**config.mk**
```make
export PLATFORM = sky130hd
export DESIGN_NAME = matrix_scan
export DESIGN_NICKNAME = d
export VERILOG_FILES = /design/src/rtl/matrix_scan_pkg.sv /design/src/rtl/scan_timer.sv /design/src/rtl/matrix_scan.sv
export SDC_FILE = /design/constraint.sdc
export NUM_CORES = 1
export LEC_CHECK = 0
export ABC_CLOCK_PERIOD_IN_PS = 2500
export CAP_MARGIN = 25
export CORE_MARGIN = 2
export CORE_UTILIZATION = 32
export DETAILED_ROUTE_END_ITERATION = 12
export PLACE_DENSITY = 0.56
export SYNTH_ARGS = -nofsm -noshare
export SYNTH_HDL_FRONTEND = slang
export SYNTH_SLANG_ARGS = --single-unit
```
**constraint.sdc**
```tcl
create_clock -name clk -period 2.5 [get_ports clk]
set_clock_uncertainty 0.15 [all_clocks]
set_input_delay 0.5 -clock clk [delete_from_list [all_inputs] [get_ports clk]]
set_output_delay 0.5 -clock clk [all_outputs]
set_load 0.05 [all_outputs]
```
**src/rtl/matrix_scan_pkg.sv**
```systemverilog
// Shared constants and types for the LED matrix scanner.
// Also used by the 6-bit-code pixel decoder.
package matrix_scan_pkg;

    localparam int NUM_COLS   = 5;
    localparam int NUM_ROWS   = 7;
    localparam int NUM_PIXELS = NUM_COLS * NUM_ROWS;

    typedef enum logic {
        ST_BLANK = 1'b0,
        ST_DRIVE = 1'b1
    } scan_state_t;

    // Column k lives in bits [34-7k : 28-7k]; the MSB is the upper row.
    function automatic logic [NUM_ROWS-1:0] col_bits(
        input logic [NUM_PIXELS-1:0] map,
        input logic [2:0]            idx
    );
        logic [NUM_ROWS-1:0] r;
        r = '0;
        case (idx)
            3'd0:    r = map[34:28];
            3'd1:    r = map[27:21];
            3'd2:    r = map[20:14];
            3'd3:    r = map[13:7];
            3'd4:    r = map[6:0];
            default: r = '0;
        endcase
        return r;
    endfunction

endpackage

```
**src/rtl/scan_timer.sv**
```systemverilog
// Loadable down-counter with terminal-count flag.
// Holds at zero; tc stays high until the next load.
module scan_timer #(
    parameter int W = 16
) (
    input  logic         clk,
    input  logic         rst_n,
    input  logic         clr,
    input  logic         ld,
    input  logic [W-1:0] ld_val,
    output logic         tc
);

    logic [W-1:0] cnt;

    // Clear wins over load; count down and stop at zero.
    always_ff @(posedge clk or negedge rst_n) begin
        if (!rst_n) begin
            cnt <= '0;
        end else if (clr) begin
            cnt <= '0;
        end else if (ld) begin
            cnt <= ld_val;
        end else if (cnt != '0) begin
            cnt <= cnt - 1'b1;
        end
    end

    assign tc = (cnt == '0);

endmodule

```
**src/rtl/matrix_scan.sv**
```systemverilog
// Column-multiplexed 5x7 LED scanner with double-buffered pattern.
// New patterns are shown only from a frame boundary onward.
module matrix_scan
    import matrix_scan_pkg::*;
#(
    parameter int DWELL = 50000,
    parameter int BLANK = 16
) (
    input  logic                  clk,
    input  logic                  rst_n,
    input  logic                  en,
    input  logic                  load,
    input  logic [NUM_PIXELS-1:0] pattern,
    output logic [NUM_COLS-1:0]   col,
    output logic [NUM_ROWS-1:0]   row,
    output logic                  frame_tick,
    output logic                  pending
);

    localparam int MAXT = (DWELL > BLANK) ? DWELL : BLANK;
    localparam int CW   = $clog2(MAXT);

    localparam logic [CW-1:0] BLANK_LD = CW'(BLANK - 1);
    localparam logic [CW-1:0] DWELL_LD = CW'(DWELL - 1);
    localparam logic [2:0]    LAST_COL = 3'(NUM_COLS - 1);
    localparam logic [NUM_ROWS-1:0] ROWS_OFF = '1;

    scan_state_t           state, state_n;
    logic [2:0]            cidx, cidx_n;
    logic                  fresh, fresh_n;
    logic [NUM_PIXELS-1:0] shadow, disp;
    logic [NUM_COLS-1:0]   col_n;
    logic [NUM_ROWS-1:0]   row_n;
    logic                  tick_n;
    logic                  swap;
    logic                  t_clr, t_ld, t_tc;
    logic [CW-1:0]         t_val;

    scan_timer #(
        .W(CW)
    ) u_timer (
        .clk   (clk),
        .rst_n (rst_n),
        .clr   (t_clr),
        .ld    (t_ld),
        .ld_val(t_val),
        .tc    (t_tc)
    );

    // State, column index and registered outputs.
    always_ff @(posedge clk or negedge rst_n) begin
        if (!rst_n) begin
            state      <= ST_BLANK;
            cidx       <= '0;
            fresh      <= 1'b1;
            col        <= '0;
            row        <= ROWS_OFF;
            frame_tick <= 1'b0;
        end else begin
            state      <= state_n;
            cidx       <= cidx_n;
            fresh      <= fresh_n;
            col        <= col_n;
            row        <= row_n;
            frame_tick <= tick_n;
        end
    end

    // Double buffer: load fills shadow, frame wrap copies it to disp.
    always_ff @(posedge clk or negedge rst_n) begin
        if (!rst_n) begin
            shadow  <= '0;
            disp    <= '0;
            pending <= 1'b0;
        end else begin
            if (load) shadow <= pattern;
            if (swap) disp <= shadow;
            pending <= load | (pending & ~swap);
        end
    end

    // Next state: fresh marks a scan that must begin with a full blank.
    always_comb begin
        state_n = state;
        cidx_n  = cidx;
        fresh_n = fresh;
        col_n   = col;
        row_n   = row;
        tick_n  = 1'b0;
        swap    = 1'b0;
        t_clr   = 1'b0;
        t_ld    = 1'b0;
        t_val   = '0;
        if (!en) begin
            state_n = ST_BLANK;
            cidx_n  = '0;
            fresh_n = 1'b1;
            t_clr   = 1'b1;
            col_n   = '0;
            row_n   = ROWS_OFF;
        end else if (fresh) begin
            fresh_n = 1'b0;
            t_ld    = 1'b1;
            t_val   = BLANK_LD;
            col_n   = '0;
            row_n   = ROWS_OFF;
        end else if (t_tc) begin
            unique case (state)
                ST_BLANK: begin
                    state_n = ST_DRIVE;
                    t_ld    = 1'b1;
                    t_val   = DWELL_LD;
                    col_n   = NUM_COLS'(1) << cidx;
                    row_n   = ~col_bits(disp, cidx);
                end
                ST_DRIVE: begin
                    state_n = ST_BLANK;
                    t_ld    = 1'b1;
                    t_val   = BLANK_LD;
                    col_n   = '0;
                    row_n   = ROWS_OFF;
                    if (cidx == LAST_COL) begin
                        cidx_n = '0;
                        tick_n = 1'b1;
                        swap   = pending;
                    end else begin
                        cidx_n = cidx + 3'd1;
                    end
                end
                default: begin
                    state_n = ST_BLANK;
                end
            endcase
        end
    end

endmodule

```
==> results_dict.tcl <==
set metrics [dict create \
    dp_hpwl_mm 6.58 \
    hold_violations 0 \
    outcome "finished, final reports clean" \
    synth.most_common_cell "dfrtp_1" \
    fp.coreArea_um2 13900 \
    period_share_pct 94.8 \
    syn_to_final_growth_pct 24.3 \
    grt_pass1_wl_mm 15.5 \
    multi_input_area_um2 1800 \
    use_met3_pct 5.12 \
    top_usage_layer "met2" \
    grt_pass1_vias 2967 \
    cp_slowest_stage_delay_ps 810 \
    syn_area_um2 4570 \
    cts_tree "built" \
    path_cells "clkdlybuf4s50_1" \
    synth_top_cells_by_count "dfrtp_1, mux2_2, nor2_1" \
    arrival_ps 1720 \
    tns_ps 0 \
    placed_area_um2 5350 \
    numPortBuffers 52 \
    track_usage_pct 13.5 \
    synthArstFlopShare_pct 100 \
    fp.dieH_um 123 \
    worst_pin_slew_ps 555 \
    synthTopCellsByArea "dfrtp_1, mux2_2, mux2_4" \
    synth_fp_nets 383 \
    cp_top_family "buffers and inverters" \
    utilization_pct 40.7 \
    die_x_um 123 \
    avgViaCountPerCell 4.75 \
    vias 2771 \
    cts.htree.levels 3 \
    met1_usage_pct 17.0 \
    insertion_delay_ps 350 \
    drv_cap 0 \
    period_needed_ps 2370 \
    rsz0062_at_grt "no" \
    synthFlopType "dfrtp_1" \
    criticalPathCategory "flop to output pin" \
    min-delay-path-class "flop to flop" \
    start_util_pct 32.8 \
    yosysSeqAreaShare_pct 57.8 \
    critPathLaunchType "flop" \
    synth_cell_types 41 \
    seqCellArea_um2 2640 \
    netlist_instances 338 \
    crit_fanout 2 \
    worstSetupEndpointType "output pin" \
    synth.largest_area_cell "dfrtp_1" \
    numCtsBuffers 9 \
    rows 43 \
    gr-usage-met2_pct 21.8 \
    final_area_um2 5670 \
    antenna_found_initial 0 \
    yosysTopAreaCellShare_pct 53.2 \
    final-setup-viol-count 0 \
    fin_total_pwr_mw 3.64 \
    fmax_mhz 422 \
    first_pass_iters 4 \
    clock-sinks 105 \
    gp_congestion 0.752 \
    ant_nets 0 \
    max_slew_margin_pct 62.7 \
    layout-drive-gt1-share_pct 27.5 \
    ys_ff_latch 105 \
    cts_resized 0 \
    powerDensity_nw_per_um2 641 \
    cpMaxStageDelayCell "clkdlybuf4s50_1" \
    avgSynthCellArea_um2 13.5 \
    clock_path_buffers 2 \
    root_buffer "clkbuf_16" \
    drtIter0Drc 147 \
    leakage_nw 2.53 \
    route.detailed.drc 0 \
    worst-endpoint-required_ps 1850 \
    num-fill-cells 1315 \
    wire_per_inst_um 15.8 \
    dieArea_um2 15200 \
    drv_slew 0 \
    ioPinCount 53 \
    diodes 0 \
    path_clk_slew_ps 70 \
    worst_ir_drop_vdd_mv 0.336 \
    cp_num_buf_inv 1 \
    layout.nets 443 \
    synth_edf_count 0 \
    grt_max_degree 44 \
    yosys_warnings 0 \
    grt_overflow 0 \
    wl_mm 9.19 \
]
cells in the final DEF (no fill, tap or decap), types with 3 or more instances in the layout:
cell and n:
dfrtp_1 97, clkdlybuf4s50_1 51, mux2_2 40, nor2_1 35
mux2_4 30, o21ai_0 13, a21oi_1 13, inv_1 12
clkbuf_16 9, buf_4 9, dfstp_2 8, a22oi_1 7
xor2_1 7, ha_1 6, nand2_1 5, mux2i_1 5
a222oi_1 5, xnor2_1 5, nor3_1 4, nand3_1 3
inv_6 3, buf_12 3
state kept, by name (all words and copies together) (netlist names):
name         flops
shadow          35
frame_tick       1
row              7
col              5
fresh            1
cidx             3
state            1
disp            35
pending          1
u_timer.cnt     16
through the flow:
stage / setup slack (ps) / cells / hold WS [ps]
6_report: 129 / 583 / 360
5_1_grt: 79.0 / 583 / 375
4_1_cts: 114 / 583 / 363
3_5_place_dp: 223 / 566 / 346
3_3_place_gp: 240 / 566 / 340
2_1_floorplan: 288 / 338 / 54.4
cell families (layout without fill, tap and decap cells):
group	count (synthesis)	after routing	share of synthesized area [%]
AO/OA/AOI/OAI	46	46	6.55
XOR/XNOR	12	12	2.30
multiplexers	75	75	20.8
adder cells (fa/ha/maj)	6	6	1.64
flip-flops	105	105	57.8
AND/OR/NAND/NOR	66	66	8.11
buffers and inverters	28	93	2.80
area by class of cell:
type / instances / share of cell area, %
Timing Repair Buffer: 64 / 11.4
Clock buffer: 12 / 4.52
Clock inverter: 4 / 0.993
Inverter: 13 / 0.860
Sequential cell: 105 / 46.5
Multi-Input combinational cell: 205 / 31.7
Tap cell: 180 / 3.97
worst paths after layout:
kind                                      from          to  slack [ps]  cells after the start
worst max-delay path                    row[6]      row[6]         130                      1
min in group asynchronous                rst_n  frame_tick         510                      2
max in group asynchronous                rst_n      row[1]         900                      3
worst min register to register      shadow[22]    disp[22]         360                      1
worst min-delay path                shadow[22]    disp[22]         360                      1
worst max register to register  u_timer.cnt[7]     disp[9]         220                      6
power breakdown:
| group | internal [mW] | total [mW] | switching, mW |
|---|---|---|---|
| registers | 1.78 | 1.84 | 0.0592 |
| clock network | 0.843 | 1.47 | 0.632 |
| logic | 0.173 | 0.328 | 0.155 |
repair_timing:
item / in CTS / in global routing
buffers inserted: 0 / 0
hold buffers: 1 / 0
hold endpoints to repair: 33 / 0
per-layer routing:
layer	vias up	routed length, um
met5	-	0
met4	0	123
met3	9	442
met2	52	4430
met1	1397	4190
li1	1313	-
No activity file was read; power rests on OpenSTA's default activity.
